$ cat src/rtl/decode_pkg.sv
// Shared types for the RV32I/RV64I decode stage: opcodes, format enum, decoded record.
package decode_pkg;

  localparam logic [6:0] OP_IMM   = 7'b0010011;
  localparam logic [6:0] LOAD     = 7'b0000011;
  localparam logic [6:0] JALR     = 7'b1100111;
  localparam logic [6:0] STORE    = 7'b0100011;
  localparam logic [6:0] BRANCH   = 7'b1100011;
  localparam logic [6:0] LUI      = 7'b0110111;
  localparam logic [6:0] AUIPC    = 7'b0010111;
  localparam logic [6:0] JAL      = 7'b1101111;
  localparam logic [6:0] OP       = 7'b0110011;
  localparam logic [6:0] SYSTEM   = 7'b1110011;
  localparam logic [6:0] MISC_MEM = 7'b0001111;

  typedef enum logic [2:0] {
    TYPE_R    = 3'd0,
    TYPE_I    = 3'd1,
    TYPE_S    = 3'd2,
    TYPE_B    = 3'd3,
    TYPE_U    = 3'd4,
    TYPE_J    = 3'd5,
    TYPE_SYS  = 3'd6,
    TYPE_NONE = 3'd7
  } type_e;

  typedef enum logic [1:0] {EMPTY, ONE, TWO} buf_e;

  // pc/imm are carried at 64 bits so one record serves both XLEN builds
  typedef struct packed {
    logic [63:0] pc;
    logic [6:0]  opcode;
    logic [4:0]  rd;
    logic [2:0]  funct3;
    logic [4:0]  rs1;
    logic [4:0]  rs2;
    logic [6:0]  funct7;
    type_e       fmt;
    logic [63:0] imm;
    logic        illegal;
  } decoded_t;

  function automatic decoded_t decodedRst();
    decoded_t d;
    d     = '0;
    d.fmt = TYPE_NONE;
    return d;
  endfunction

endpackage

$ cat src/rtl/decode_stage_if.sv
// Upstream/downstream handshake bundle of the decode stage.
interface decode_stage_if #(parameter int XLEN = 32);
  logic            iValid, oReady, iFlush, oValid, iReady, oIllegal;
  logic [31:0]     iInstr;
  logic [XLEN-1:0] iPc, oPc, oImm;
  logic [6:0]      oOpcode, oFunct7;
  logic [4:0]      oRd, oRs1, oRs2;
  logic [2:0]      oFunct3, oType;

  modport master (
    output iValid, iInstr, iPc, iFlush, iReady,
    input  oReady, oValid, oPc, oOpcode, oRd, oFunct3, oRs1, oRs2, oFunct7, oType, oImm, oIllegal
  );

  modport slave (
    input  iValid, iInstr, iPc, iFlush, iReady,
    output oReady, oValid, oPc, oOpcode, oRd, oFunct3, oRs1, oRs2, oFunct7, oType, oImm, oIllegal
  );
endinterface

$ cat src/rtl/decode_comb.sv
// Purely combinational instruction word -> decoded_t (fields, format, 64-bit sext immediate, illegal).
module decode_comb
  import decode_pkg::*;
#(
  parameter bit RVE = 1'b0
) (
  input  logic [31:0] instr,
  input  logic [63:0] pc,
  output decoded_t    dec
);

  logic [6:0]  op, f7;
  logic [2:0]  f3;
  logic [63:0] immI, immS, immB, immU, immJ;

  assign op = instr[6:0];
  assign f3 = instr[14:12];
  assign f7 = instr[31:25];

  assign immI = {{52{instr[31]}}, instr[31:20]};
  assign immS = {{52{instr[31]}}, instr[31:25], instr[11:7]};
  assign immB = {{51{instr[31]}}, instr[31], instr[7], instr[30:25], instr[11:8], 1'b0};
  assign immU = {{32{instr[31]}}, instr[31:12], 12'b0};
  assign immJ = {{43{instr[31]}}, instr[31], instr[19:12], instr[20], instr[30:21], 1'b0};

  type_e       fmt;
  logic        bad, useRd, useRs1, useRs2;
  logic [63:0] imm;

  always_comb begin
    fmt    = TYPE_NONE;
    bad    = 1'b0;
    useRd  = 1'b0;
    useRs1 = 1'b0;
    useRs2 = 1'b0;
    imm    = '0;
    case (op)
      OP: begin
        fmt = TYPE_R;
        {useRd, useRs1, useRs2} = 3'b111;
        if (f7 != 7'b0000000 && f7 != 7'b0100000) bad = 1'b1;
        if (f7 == 7'b0100000 && f3 != 3'b000 && f3 != 3'b101) bad = 1'b1;
      end
      OP_IMM, LOAD, JALR: begin
        fmt = TYPE_I; useRd = 1'b1; useRs1 = 1'b1; imm = immI;
      end
      STORE: begin
        fmt = TYPE_S; useRs1 = 1'b1; useRs2 = 1'b1; imm = immS;
      end
      BRANCH: begin
        fmt = TYPE_B; useRs1 = 1'b1; useRs2 = 1'b1; imm = immB;
        if (f3 == 3'b010 || f3 == 3'b011) bad = 1'b1;
      end
      LUI, AUIPC: begin
        fmt = TYPE_U; useRd = 1'b1; imm = immU;
      end
      JAL: begin
        fmt = TYPE_J; useRd = 1'b1; imm = immJ;
      end
      SYSTEM, MISC_MEM: begin
        fmt = TYPE_SYS; useRd = 1'b1; useRs1 = 1'b1; imm = immI;
      end
      default: bad = 1'b1;
    endcase
    if (instr[1:0] != 2'b11) bad = 1'b1;
    // RV32E/64E: only x0..x15 exist, so bit 4 of any used index is illegal
    if (RVE && ((useRd && instr[11]) || (useRs1 && instr[19]) || (useRs2 && instr[24]))) bad = 1'b1;

    dec         = decodedRst();
    dec.pc      = pc;
    dec.opcode  = op;
    dec.rd      = instr[11:7];
    dec.funct3  = f3;
    dec.rs1     = instr[19:15];
    dec.rs2     = instr[24:20];
    dec.funct7  = f7;
    dec.illegal = bad;
    dec.fmt     = bad ? TYPE_NONE : fmt;
    dec.imm     = bad ? 64'd0 : imm;
  end

endmodule

$ cat src/rtl/decode_stage.sv
// Registered decode stage with a 2-entry skid buffer (output reg + skid reg).
// Optional DECODE_STAGE_PERF_EN adds oDecodeCnt, a count of output transfers.
module decode_stage
  import decode_pkg::*;
#(
  parameter int XLEN = 32,
  parameter bit RVE  = 1'b0
) (
  input  logic          iClk,
  input  logic          iRst,
  decode_stage_if.slave bus
`ifdef DECODE_STAGE_PERF_EN
  ,
  output logic [31:0]   oDecodeCnt
`endif
);

  decoded_t    dec, outReg, skidReg;
  buf_e        state;
  logic        oValidR, oReadyR, accept, drain;
  logic [63:0] pcWide;

  assign pcWide = 64'(bus.iPc);

  decode_comb #(.RVE(RVE)) uDec (
    .instr(bus.iInstr),
    .pc   (pcWide),
    .dec  (dec)
  );

  assign accept = bus.iValid & oReadyR;
  assign drain  = oValidR & bus.iReady;

  always_ff @(posedge iClk or posedge iRst) begin
    if (iRst) begin
      state   <= EMPTY;
      oValidR <= 1'b0;
      oReadyR <= 1'b1;
      outReg  <= decodedRst();
      skidReg <= decodedRst();
    end else if (bus.iFlush) begin
      // data regs keep stale contents; only occupancy is cleared
      state   <= EMPTY;
      oValidR <= 1'b0;
      oReadyR <= 1'b1;
    end else begin
      case (state)
        EMPTY: if (accept) begin
          outReg  <= dec;
          state   <= ONE;
          oValidR <= 1'b1;
        end
        ONE: begin
          if (accept && drain) begin
            outReg <= dec;
          end else if (accept) begin
            skidReg <= dec;
            state   <= TWO;
            oReadyR <= 1'b0;
          end else if (drain) begin
            state   <= EMPTY;
            oValidR <= 1'b0;
          end
        end
        TWO: if (drain) begin
          outReg  <= skidReg;
          state   <= ONE;
          oReadyR <= 1'b1;
        end
        default: state <= EMPTY;
      endcase
    end
  end

`ifdef DECODE_STAGE_PERF_EN
  always_ff @(posedge iClk or posedge iRst) begin
    if (iRst)                      oDecodeCnt <= '0;
    else if (oValidR && bus.iReady) oDecodeCnt <= oDecodeCnt + 32'd1;
  end
`endif

  assign bus.oValid   = oValidR;
  assign bus.oReady   = oReadyR;
  assign bus.oPc      = outReg.pc[XLEN-1:0];
  assign bus.oOpcode  = outReg.opcode;
  assign bus.oRd      = outReg.rd;
  assign bus.oFunct3  = outReg.funct3;
  assign bus.oRs1     = outReg.rs1;
  assign bus.oRs2     = outReg.rs2;
  assign bus.oFunct7  = outReg.funct7;
  assign bus.oType    = outReg.fmt;
  assign bus.oImm     = outReg.imm[XLEN-1:0];
  assign bus.oIllegal = outReg.illegal;

  // upper pc/imm bits are dead when XLEN=32
  logic unusedBits;
  assign unusedBits = ^{outReg.pc, outReg.imm};

endmodule

$ cat src/flat_wrapper.sv
// flat-port wrapper written by rule: the top's interface ports become plain ports
module decode_stage_flat import decode_pkg::*;
#(
  parameter int XLEN = 32,
  parameter bit RVE  = 1'b0
)
  (iClk, iRst, bus_iValid, bus_iInstr, bus_iPc, bus_iFlush, bus_iReady, bus_oReady, bus_oValid, bus_oPc, bus_oOpcode, bus_oRd, bus_oFunct3, bus_oRs1, bus_oRs2, bus_oFunct7, bus_oType, bus_oImm, bus_oIllegal);
  decode_stage_if #(.XLEN(XLEN)) bus_i ();
  input  logic iClk;
  input  logic iRst;
  input wire logic [$bits(bus_i.iValid)-1:0] bus_iValid;
  input wire logic [$bits(bus_i.iInstr)-1:0] bus_iInstr;
  input wire logic [$bits(bus_i.iPc)-1:0] bus_iPc;
  input wire logic [$bits(bus_i.iFlush)-1:0] bus_iFlush;
  input wire logic [$bits(bus_i.iReady)-1:0] bus_iReady;
  output wire logic [$bits(bus_i.oReady)-1:0] bus_oReady;
  output wire logic [$bits(bus_i.oValid)-1:0] bus_oValid;
  output wire logic [$bits(bus_i.oPc)-1:0] bus_oPc;
  output wire logic [$bits(bus_i.oOpcode)-1:0] bus_oOpcode;
  output wire logic [$bits(bus_i.oRd)-1:0] bus_oRd;
  output wire logic [$bits(bus_i.oFunct3)-1:0] bus_oFunct3;
  output wire logic [$bits(bus_i.oRs1)-1:0] bus_oRs1;
  output wire logic [$bits(bus_i.oRs2)-1:0] bus_oRs2;
  output wire logic [$bits(bus_i.oFunct7)-1:0] bus_oFunct7;
  output wire logic [$bits(bus_i.oType)-1:0] bus_oType;
  output wire logic [$bits(bus_i.oImm)-1:0] bus_oImm;
  output wire logic [$bits(bus_i.oIllegal)-1:0] bus_oIllegal;
  assign bus_i.iValid = bus_iValid;
  assign bus_i.iInstr = bus_iInstr;
  assign bus_i.iPc = bus_iPc;
  assign bus_i.iFlush = bus_iFlush;
  assign bus_i.iReady = bus_iReady;
  assign bus_oReady = bus_i.oReady;
  assign bus_oValid = bus_i.oValid;
  assign bus_oPc = bus_i.oPc;
  assign bus_oOpcode = bus_i.oOpcode;
  assign bus_oRd = bus_i.oRd;
  assign bus_oFunct3 = bus_i.oFunct3;
  assign bus_oRs1 = bus_i.oRs1;
  assign bus_oRs2 = bus_i.oRs2;
  assign bus_oFunct7 = bus_i.oFunct7;
  assign bus_oType = bus_i.oType;
  assign bus_oImm = bus_i.oImm;
  assign bus_oIllegal = bus_i.oIllegal;
  decode_stage #(.XLEN(XLEN), .RVE(RVE)) u_core (.iClk(iClk), .iRst(iRst), .bus(bus_i));
endmodule
$ cat config.mk
export PLATFORM = sky130hd
export DESIGN_NAME = decode_stage_flat
export DESIGN_NICKNAME = d
export VERILOG_FILES = /design/src/rtl/decode_pkg.sv /design/src/rtl/decode_stage_if.sv /design/src/rtl/decode_comb.sv /design/src/rtl/decode_stage.sv /design/src/flat_wrapper.sv
export SDC_FILE = /design/constraint.sdc
export NUM_CORES = 1
export LEC_CHECK = 0
export ABC_AREA = 1
export CAP_MARGIN = 0
export CORE_UTILIZATION = 57
export DETAILED_ROUTE_END_ITERATION = 8
export PLACE_DENSITY = 0.89
export SLEW_MARGIN = 5
export SYNTH_ARGS = -nofsm -noshare
export SYNTH_HDL_FRONTEND = slang
export SYNTH_SLANG_ARGS = --single-unit
$ cat constraint.sdc
create_clock -name iClk -period 22.5 [get_ports iClk]
set_input_delay 5.625 -clock iClk [delete_from_list [all_inputs] [get_ports iClk]]
set_output_delay 5.625 -clock iClk [all_outputs]
set_load 0.05 [all_outputs]
* Word level (Yosys, flattened, before mapping) *
Cells that the tools add are included.

word-level totals
  ROM bits = 0
  memories kept = 0
  bits of input ports = 69
  memory bits (writable) = 0
  logic and storage cells = 108
  bits in registers = 236
  output and inout port bits = 102
  latch bits = 0

operators by class
  shifts and indexed selects = 0
  divide/modulo/power cells = 0
  multiply operators = 0
  bitwise gates (word level) = 4
  reduce and logical (&&, ||, !) cells = 21
  mux-type cells = 31
  equal/unequal tests = 29
  magnitude comparators = 0
  $add $sub $neg = 0

operators with widths
  operator                                                                  count
  132-bit 2-to-1 mux                                                        3
  132-bit one-hot mux with 3 select lines                                   1
  64-bit one-hot mux with 5 select lines                                    1
  64-bit 2-to-1 mux                                                         1
  7-bit by 6-bit == test with 1-bit output (second input constant)          4
  7-bit == test (second input constant)                                     4
  3-bit one-hot mux with 7 select lines                                     1
  7-bit by 5-bit == test with 1-bit output (second input constant)          2
  1-bit 2-to-1 mux                                                          13
  2-bit 2-to-1 mux                                                          6
  3-bit by 2-bit inequality test with 1-bit output (second input constant)  4
  4-bit AND reduction                                                       3
  3-bit nonzero test                                                        4
  5-bit AND reduction                                                       2
  3-bit inequality test (second input constant)                             3
  9-bit OR reduction                                                        1
  7-bit by 2-bit == test with 1-bit output (second input constant)          1
  7-bit by 4-bit == test with 1-bit output (second input constant)          1
  7-bit by 6-bit inequality test with 1-bit output (second input constant)  1
  7-bit nonzero test                                                        1
  3-bit by 2-bit == test with 1-bit output (second input constant)          2
  2-bit by 1-bit inequality test with 1-bit output (second input constant)  3
  2-bit one-hot mux with 3 select lines                                     1
  5-bit OR reduction                                                        1
  14 further kinds                                                          21

* Longest topological paths before layout *
Gate-level depths: netlist (run 1).

  depth after elaboration = 9
  mapped depth = 14
  mapped depth without buffers = 13

* Cells and area by module *
From an unflattened synthesis (run 1), not the netlist that was laid out.

second synthesis, totals
  cell total of the unflattened synthesis = 1470
  area total of the unflattened synthesis = 11141.9 um^2

modules (own cells, without submodules)
  module        cells each  times used  seq. area each (um^2)  area each (um^2)
  decode_stage  1126        1           5113.7                 9217.6
  decode_comb   344         1           0.0                    1924.3

* Worst setup path before layout (run 1) *
No wires, ideal clock.

  kind = input to register
  start = in bus_iInstr[6]
  end = reg u_core.outReg, in the netlist u_core.bus.oImm[12]
  path buffers = 2
  library setup time = 0.118 ns
  path slack = 15.593 ns
  stages on the path = 14
  data required time = 22.382 ns
  arrival time = 6.789 ns
  cells stage by stage = buf_4 inv_1 nor2_2 nand2_2 nand2_4 inv_2 nand2_1 nor2_2 nor2_8 buf_6 nand2_1 nand2_1 nand2_1 nand2_1

between the ends
  cells in the longest elaborated chain, start to end = 7
  elaborated cells between the ends (all ways) = 21
  classes of those cells = 11 x eq/ne; 7 x mux; 3 x reduce/logical

RTL lines
  element                                      RTL line                                source
  start, declared                              flat_wrapper.sv:12                      input wire logic [$bits(bus_i.iInstr)-1:0] bus_iInstr;
  7-bit == test, or another cell as far along  decode_comb.sv:37                       case (op)
  9-bit OR reduction (no line)                 -
  1-bit one-hot mux with 3 select lines        decode_comb.sv:37
  1-bit 2-to-1 mux                             decode_comb.sv:65                       if (instr[1:0] != 2'b11) bad = 1'b1;
  64-bit 2-to-1 mux (*)                        decode_comb.sv:79                       dec.imm = bad ? 64'd0 : imm;
  132-bit 2-to-1 mux (on tied branches)        decode_stage.sv:54, decode_stage.sv:48
  132-bit one-hot mux with 3 select lines (*)  decode_stage.sv:47                      case (state)
  end signal, assigned                         decode_stage.sv:39                      outReg <= decodedRst();
  end signal, assigned                         decode_stage.sv:66                      outReg <= skidReg;
  end, declared                                decode_stage.sv:18                      decoded_t dec, outReg, skidReg;

Every way passes the cells marked *; elsewhere a longest branch is shown, timed or not. The select of a mux whose other input is x is not followed.
A chain may end at the register's enable or synchronous reset.

* Worst setup path after layout (run 1) *
  start = in bus_iFlush
  end = reg u_core.skidReg[74] (netlist bit)

between the ends
  cells in the longest elaborated chain, start to end = 2

RTL lines
  element                        RTL line            source
  start, declared                flat_wrapper.sv:14  input wire logic [$bits(bus_i.iFlush)-1:0] bus_iFlush;
  1-bit inverter (no line)       -
  4-bit AND reduction (no line)  -
  end signal, assigned           decode_stage.sv:40  skidReg <= decodedRst();
  end, declared                  decode_stage.sv:18

Every way passes these cells.

==> results.json, run 1 <==
{
  "status": "complete, no violations",
  "slew_headroom_pct": 23.4,
  "portBuffers": 170,
  "grt_usage_pct": 29.3,
  "hold_path.class": "flop to flop",
  "numCtsBuffers": 20,
  "route.vias.total": 8640,
  "finalSetupTns_ps": 0,
  "cts_max_level": 1,
  "fin_util_pct": 74.0,
  "finClkSkew_ps": 9.14,
  "min_period_ps": 8050,
  "multi_input_area_um2": 3850,
  "clkTransAtPathRegs_ps": 60,
  "drt_first_pass_iters": 8,
  "ys_types": 27,
  "yosysWarningCount": 0,
  "vias_per_cell": 5.43,
  "root_buffer": "clkbuf_16",
  "post-dp-hpwl_um": 15800,
  "r2r-start": "u_core.state[0]$_DFFE_PP0P_",
  "grt_pass1_wl_um": 39400,
  "drive_gt1_share_pct": 5.09,
  "critPathKind": "input port to flop",
  "tightest_slew_ps": 1150,
  "worst_setup_path_start_kind": "input port",
  "die_area_um2": 17100,
  "yosysSeqAreaShare_pct": 54.2,
  "antenna_found_initial": 0,
  "coreArea_um2": 16000,
  "antennaDiodeCount": 0,
  "die_x_um": 131,
  "drv_slew": 0,
  "ys_async_sr_fraction_pct": 100,
  "hold_viol": 0,
  "grt_pass1_vias": 8126,
  "die_height_um": 131,
  "drc": 0,
  "cts.repair.resized": 0,
  "wirelength_um": 24500,
  "cts.sinks": 204,
  "clockBufferDepth": 3,
  "postCtsHoldBufs": 0,
  "ys_seq_elements": 204,
  "drt.antenna.violating_nets": 0,
  "crit_end": "u_core.skidReg[74]$_DFFE_PP0P_",
  "cts_tree": "yes",
  "ios": 171,
  "fp-row-count": 46,
  "wl_per_cell_um": 15.4,
  "ir_drop_mv": 0.0943,
  "syn_avg_cell_area_um2": 7.63,
  "syn-cell-area_um2": 9440,
  "postCtsSetupRepairBufs": 0,
  "regArea_um2": 5110,
  "final_nets": 1432,
  "power.leakage_nw": 5.96,
  "path_max_fanout": 113,
  "cellPowerDensity_nw_per_um2": 144,
  "synth-edff-count": 0,
  "arrival_ps": 8460,
  "synthCells": 1236,
  "gp_congestion": 0.876,
  "ys.flop_type": "dfrtp_1",
  "maxCapViolCount": 0,
  "cp-end-kind": "flop",
  "grt_max_degree": 124,
  "whs_ps": 470,
  "startpoint": "bus_iFlush",
  "required_ps": 22920,
  "syn_nets": 1305,
  "rsz0062_at_grt": "false",
  "initial_utilization_pct": 59.0,
  "setup_viol": 0,
  "fillCellCount": 1205,
  "finalCritPeriodShare_pct": 35.8,
  "rrSetupSlack_ps": 19540,
  "ff2ff_path_depth": 8,
  "area_growth_pct": 25.4,
  "power_mw": 1.70,
  "drtIter0Drc": 908,
  "r2r_end": "u_core.bus.oRs1[3]$_DFFE_PP0P_",
  "insertion_delay_ps": 490,
  "overflow": 0,
  "max_freq_ghz": 0.124
}
placed cells by master (no fill, tap or decap), types with 3 or more instances in the layout:
cell,synthesis,routed
dfrtp_1,197,197
nand3_1,41,41
a31oi_1,65,65
clkdlybuf4s50_1,0,170
nor2_2,7,7
nand2_2,4,5
nand2_1,553,551
a21oi_1,7,7
dfstp_2,7,7
clkbuf_1,50,4
clkbuf_8,0,8
nor2_1,156,155
o21ai_1,30,30
buf_4,1,7
nand2_4,2,3
o21ai_0,38,38
clkbuf_16,0,21
inv_2,4,4
inv_1,41,39
synthesized netlist by cell type (3+ instances only):
cell      number  area (um2)
inv_2          4        15.0
o21ai_1       30         150
nand2_2        4        25.0
nor2_2         7        43.8
a31oi_1       65         407
nand2_1      553        2080
o21ai_0       38         190
nand3_1       41         205
dfstp_2        7         184
inv_1         41         154
clkbuf_1      50         188
buf_6          3        33.8
buf_2         18        90.1
nor2_1       156         586
dfrtp_1      197        4930
a21oi_1        7        35.0
where the power goes:
part           total [mW]  internal [mW]  switching [mW]
Clock               0.331          0.197           0.134
Combinational       0.774          0.244           0.530
Sequential          0.599          0.516          0.0827
Total                1.70          0.956           0.747
per-layer routing:
layer	share of wire, %	track usage (%)	vias to the layer above
met1	41	38.5	4083
met2	48	49.1	348
li1	-	-	4152
met4	3.4	11.2	0
met3	7.3	4.60	57
met5	0	0	-
worst max-delay path, cell delays in order:
cell and delay [ps]:
clkdlybuf4s50_1 540, inv_1 130, nand4_1 210, nor2_4 40, buf_4 300, inv_4 350, buf_4 860, nand2_1 170
nand2_1 130
cell families after synthesis:
kind of cell	count (synthesis)	share of synthesized area, %
flops	204	54.2
simple gates	771	32.1
compound gates	143	8.53
buf+inv	118	5.21
worst min-delay path by stage:
stage,slack (ps),start,endpoint,cells past startpoint
floorplan,440,u_core.skidReg[100]$_DFFE_PP0P_,u_core.skidReg[100]$_DFFE_PP0P_,2
global placement,450,u_core.skidReg[102]$_DFFE_PP0P_,u_core.skidReg[102]$_DFFE_PP0P_,2
detailed placement,460,u_core.skidReg[93]$_DFFE_PP0P_,u_core.skidReg[93]$_DFFE_PP0P_,2
CTS,470,u_core.skidReg[89]$_DFFE_PP0P_,u_core.skidReg[89]$_DFFE_PP0P_,2
global route,480,u_core.skidReg[102]$_DFFE_PP0P_,u_core.skidReg[102]$_DFFE_PP0P_,2
finish,470,u_core.skidReg[129]$_DFFE_PP0P_,u_core.skidReg[129]$_DFFE_PP0P_,2
final cells by class:
cell class | count | area share (%)
flip-flops and latches | 204 | 43.2
multi-input cells | 914 | 32.5
repair buffers | 177 | 14.8
clock buffers | 33 | 5.50
well taps | 216 | 2.28
inverters | 46 | 1.56
clock inverters | 2 | 0.0846
stage by stage:
| stage | instance area (um2) | std cells | setup slack (ps) |
|---|---|---|---|
| 4_1_cts | 11800 | 1592 | 14550 |
| 5_1_grt | 11800 | 1592 | 14260 |
| 6_report | 11800 | 1592 | 14450 |
| 3_5_place_dp | 11200 | 1557 | 14050 |
| 2_1_floorplan | 9440 | 1236 | 11320 |
| 3_3_place_gp | 11200 | 1557 | 14140 |
state kept, by name, summed over array words and instances, names as in the netlist, 2 cells and up:
| register | cells |
|---|---|
| u_core.skidReg | 100 |
| u_core.bus.oImm | 32 |
| u_core.bus.oPc | 32 |
| u_core.bus.oFunct7 | 7 |
| u_core.bus.oOpcode | 7 |
| u_core.bus.oRd | 5 |
| u_core.bus.oRs1 | 5 |
| u_core.bus.oRs2 | 5 |
| u_core.bus.oFunct3 | 3 |
| u_core.bus.oType | 3 |
| u_core.state | 2 |
Note: power is estimated with default switching activity, not from simulation.
==> inputs of run 2 (changes only) <==
Settings changed: CORE_UTILIZATION 57 to 53, PLACE_DENSITY 0.89 to 0.84.
Clock period 22.5 ns to 8.35 ns, I/O delays scaled along.
==> results.json, run 2 (same netlist as run 1, synthesis figures left out) <==
{
  "ir_drop_mv": 0.278,
  "slew_headroom_pct": 21.5,
  "numCtsBuffers": 21,
  "drt.antenna.violating_nets": 0,
  "r2r-start": "u_core.state[0]$_DFFE_PP0P_",
  "drtIter0Drc": 770,
  "worst_setup_path_start_kind": "input port",
  "area_growth_pct": 26.0,
  "route.vias.total": 8603,
  "portBuffers": 170,
  "overflow": 0,
  "gp_congestion": 0.911,
  "grt_pass1_wl_um": 40500,
  "antenna_found_initial": 0,
  "final_cell_mix": "nand2_1 (551), dfrtp_1 (197), clkdlybuf4s50_1 (170)",
  "grt_max_degree": 128,
  "drv_slew": 0,
  "finClkSkew_ps": 9.08,
  "power.leakage_nw": 5.98,
  "cp_top_family": "buffers and inverters",
  "die_area_um2": 18300,
  "power_mw": 4.65,
  "worstHoldStart": "u_core.skidReg[101]$_DFFE_PP0P_",
  "fin_area_um2": 11900,
  "cp_slowest_cell": "buf_4",
  "multi_input_area_um2": 3850,
  "tightest_slew_ps": 1180,
  "wirelength_um": 24700,
  "hold_path.class": "flop to flop",
  "min_period_ps": 4490,
  "fp-row-count": 48,
  "fin_util_pct": 68.5,
  "path_max_fanout": 123,
  "crit_buf_inv": 5,
  "fillCellCount": 1387,
  "arrival_ps": 4830,
  "whs_ps": 471,
  "rsz0062_at_grt": "false",
  "wl_per_cell_um": 15.4,
  "ios": 171,
  "drive_gt1_share_pct": 5.51,
  "die_height_um": 135,
  "drt_first_pass_iters": 6,
  "root_buffer": "clkbuf_16",
  "slowest_delay_ps": 920,
  "hold_viol": 0,
  "placed_area_um2": 11200,
  "maxCapViolCount": 0,
  "cellPowerDensity_nw_per_um2": 391,
  "cts_max_level": 1,
  "top_register": "u_core.skidReg",
  "drc": 0,
  "final_nets": 1433,
  "cts.sinks": 204,
  "crit_chain": "clkdlybuf4s50_1 > inv_1 > nand4_1 > nor2_4 > buf_4 > inv_4 > buf_4 > o21ai_0",
  "setup_viol": 0,
  "regArea_um2": 5110,
  "initial_utilization_pct": 54.4,
  "postCtsSetupRepairBufs": 0,
  "clockBufferDepth": 3,
  "cts_tree": "yes",
  "finalSetupTns_ps": 0,
  "finalCritPeriodShare_pct": 53.8,
  "cp-end-kind": "flop",
  "grt_pass1_vias": 8188,
  "final_common_cell": "nand2_1",
  "post-dp-hpwl_um": 15700,
  "cp_common_cell": "buf_4",
  "clkTransAtPathRegs_ps": 60,
  "grt_usage_pct": 27.9,
  "required_ps": 8690,
  "coreArea_um2": 17400,
  "vias_per_cell": 5.36,
  "cts.repair.resized": 0,
  "insertion_delay_ps": 510,
  "die_x_um": 135,
  "antennaDiodeCount": 0,
  "max_freq_ghz": 0.223,
  "critPathKind": "input port to flop",
  "status": "complete, no violations",
  "startpoint": "bus_iFlush",
  "largest_register_ffs": 100,
  "postCtsHoldBufs": 0
}
run 2: changes by cell type in the layout (fill, tap and decap cells not counted):
cell	change
clkinv_2	+5
clkbuf_8	-4
clkbuf_1	-3
bufinv_16	+2
clkinvlp_4	+2
inv_6	+1
run 2: per-layer routing:
| metal | GRT usage (%) | wire length [um] | part of all wire, % | vias up |
|---|---|---|---|---|
| met4 | 9.24 | 626 | 2.5 | 0 |
| met1 | 38.6 | 10400 | 42 | 4039 |
| li1 | - | - | - | 4145 |
| met3 | 4.00 | 1920 | 7.8 | 47 |
| met2 | 45.4 | 11700 | 48 | 372 |
| met5 | 0 | 0 | 0 | - |
run 2: final timing paths:
check	end	slack, ps	cells after the start
setup / recovery	u_core.skidReg[0]$_DFFE_PP0P_	3860	8
hold / removal	u_core.skidReg[101]$_DFFE_PP0P_	470	2
setup reg to reg	u_core.bus.oPc[6]$_DFFE_PP0P_	4990	9
hold reg to reg	u_core.skidReg[101]$_DFFE_PP0P_	470	2
max in group asynchronous	u_core.skidReg[84]$_DFFE_PP0P_	4680	3
min in group asynchronous	u_core.bus.oImm[25]$_DFFE_PP0P_	2160	2
run 2: power breakdown:
part / total (mW) / leakage [nW] / internal (mW) / switching, mW
Sequential: 1.62 / 2.52 / 1.39 / 0.230
Clock: 0.954 / 0.349 / 0.561 / 0.393
Combinational: 2.07 / 3.11 / 0.655 / 1.42
Total: 4.65 / 5.98 / 2.61 / 2.04
run 2: layout make-up:
class	count	area share [%]
clock buffers	26	4.92
multi-input cells	914	32.4
well taps	225	2.37
flip-flops and latches	204	43.0
inverters	46	1.56
clock inverters	12	1.00
repair buffers	177	14.8
run 2: per-stage QoR:
stage / cells / worst slack (ps)
floorplan: 1236 / 707
global placement: 1566 / 3500
detailed placement: 1566 / 3410
CTS: 1604 / 3890
global route: 1604 / 3600
finish: 1604 / 3860
run 2: worst reg2reg max path, delay by kind of cell, from the launching register on:
family                 cells  cell delay, ps
and+or+nand+nor            3             990
AOI/OAI and AO/OA          2             330
DFF                        1             380
buffers and inverters      4            1460
==> inputs of run 3 (changes only) <==
Clock period 8.35 ns to 4.15 ns, I/O delays scaled along.
==> results.json, run 3 (same netlist as run 1, synthesis figures left out) <==
{
  "cp-end-kind": "flop",
  "die_x_um": 135,
  "maxCapViolCount": 0,
  "cp_common_cell": "nand2_1",
  "cts.repair.resized": 0,
  "hold_path.class": "flop to flop",
  "root_buffer": "clkbuf_16",
  "area_growth_pct": 26.5,
  "antenna_found_initial": 0,
  "slew_headroom_pct": 40.5,
  "ir_drop_mv": 0.452,
  "hold_viol": 0,
  "drc": 0,
  "cellPowerDensity_nw_per_um2": 778,
  "vias_per_cell": 5.39,
  "min_period_ps": 2970,
  "overflow": 0,
  "grt_pass1_vias": 8059,
  "grt_pass1_wl_um": 40600,
  "dp.cells": 1569,
  "drt.antenna.violating_nets": 0,
  "grt_max_degree": 124,
  "max_freq_ghz": 0.337,
  "whs_ps": 468,
  "insertion_delay_ps": 510,
  "route.vias.total": 8671,
  "fin_util_pct": 68.8,
  "power.leakage_nw": 6.00,
  "coreArea_um2": 17400,
  "finalCritPeriodShare_pct": 71.5,
  "final_nets": 1437,
  "final_cells": 1608,
  "rsz0062_at_grt": "false",
  "postCtsSetupRepairBufs": 0,
  "wirelength_um": 24800,
  "die_height_um": 135,
  "cts.sinks": 204,
  "postCtsHoldBufs": 0,
  "drtIter0Drc": 795,
  "cp_slowest_cell": "clkdlybuf4s50_1",
  "antennaDiodeCount": 0,
  "required_ps": 4590,
  "worstHoldStart": "u_core.skidReg[121]$_DFFE_PP0P_",
  "cts_tree": "yes",
  "cts_max_level": 1,
  "drt_first_pass_iters": 5,
  "portBuffers": 170,
  "wl_per_cell_um": 15.4,
  "critPathKind": "input port to flop",
  "crit_chain": "clkdlybuf4s50_1 > inv_1 > nor2_1 > nand2_1 > nor2_1 > nor2_1 > nand2_2 > nand2_1 > nand3_1 > nand2_1 > nand2_1 > nand2_1 > nand2_1",
  "ios": 171,
  "drv_slew": 0,
  "post-dp-hpwl_um": 15900,
  "slowest_delay_ps": 630,
  "setup_viol": 0,
  "fillCellCount": 1400,
  "tightest_slew_ps": 891,
  "die_area_um2": 18300,
  "cp_top_family": "simple AND/OR/NAND/NOR gates",
  "clockBufferDepth": 3,
  "power_mw": 9.29,
  "r2r-start": "u_core.state[0]$_DFFE_PP0P_",
  "startpoint": "bus_iInstr[5]",
  "drive_gt1_share_pct": 5.35,
  "arrival_ps": 3410,
  "finalSetupTns_ps": 0,
  "path_max_fanout": 21,
  "top_register": "u_core.skidReg",
  "crit_buf_inv": 2,
  "final_common_cell": "nand2_1",
  "largest_register_ffs": 100,
  "initial_utilization_pct": 54.4,
  "finClkSkew_ps": 15.5,
  "clkTransAtPathRegs_ps": 60,
  "grt_usage_pct": 27.9,
  "gp_congestion": 0.981,
  "fp-row-count": 48,
  "final_cell_mix": "nand2_1 (551), dfrtp_1 (197), clkdlybuf4s50_1 (170)",
  "numCtsBuffers": 22,
  "status": "complete, no violations",
  "worst_setup_path_start_kind": "input port"
}
[run 3: cell types whose count changed in the layout (fill, tap and decap cells not counted), sizes merged]
cell / previous run / this run
inv: 47 / 46
clkinvlp: 2 / 1
buf: 7 / 10
clkinv: 7 / 5
clkbuf: 26 / 33
bufinv: 2 / 0
[run 3: cell type report]
type / instances / area, um2 / share of cell area [%]
clock buffer: 33 / 632 / 5.29
clock inverter: 6 / 45.0 / 0.377
inverter: 46 / 181 / 1.52
multi-input combinational: 914 / 3850 / 32.2
sequential: 204 / 5110 / 42.8
tap: 225 / 282 / 2.36
timing repair buffer: 180 / 1840 / 15.4
[run 3: worst reg2reg max path, stage by stage, from the launching register on]
cell     delay (ps)
dfrtp_1         390
inv_1           140
nand2_4         390
inv_2           870
buf_4           430
nand2_1          90
a31oi_1         190
[run 3: path summary, 6_finish.rpt]
| check | end | slack [ps] | cells after the start |
|---|---|---|---|
| hold / removal | u_core.skidReg[121]$_DFFE_PP0P_ | 470 | 2 |
| min in group asynchronous | u_core.skidReg[27]$_DFFE_PP0P_ | 800 | 2 |
| max in group asynchronous | u_core.bus.oPc[7]$_DFFE_PP0P_ | 2480 | 3 |
| setup reg to reg | u_core.bus.oFunct7[4]$_DFFE_PP0P_ | 1570 | 6 |
| setup / recovery | u_core.bus.oImm[15]$_DFFE_PP0P_ | 1180 | 13 |
| hold reg to reg | u_core.skidReg[121]$_DFFE_PP0P_ | 470 | 2 |
[run 3: power by group]
part | internal, mW | leakage [nW] | total, mW | switching [mW]
clock | 1.06 | 0.335 | 1.83 | 0.777
sequential | 2.80 | 2.52 | 3.25 | 0.452
combinational | 1.34 | 3.14 | 4.21 | 2.87
[run 3: per-stage QoR]
stage | cell area (um2) | setup WS [ps]
2_1_floorplan | 9440 | 474
3_3_place_gp | 11300 | 822
3_5_place_dp | 11300 | 760
4_1_cts | 11900 | 1250
5_1_grt | 11900 | 957
6_report | 11900 | 1180
[run 3: routing by layer]
metal / global-route usage, % / up-vias / part of all wire [%]
li1: - / 4165 / -
met1: 39.3 / 4073 / 42
met2: 43.3 / 384 / 46
met3: 5.20 / 49 / 8.2
met4: 9.99 / 0 / 3.1
met5: 0 / - / 0
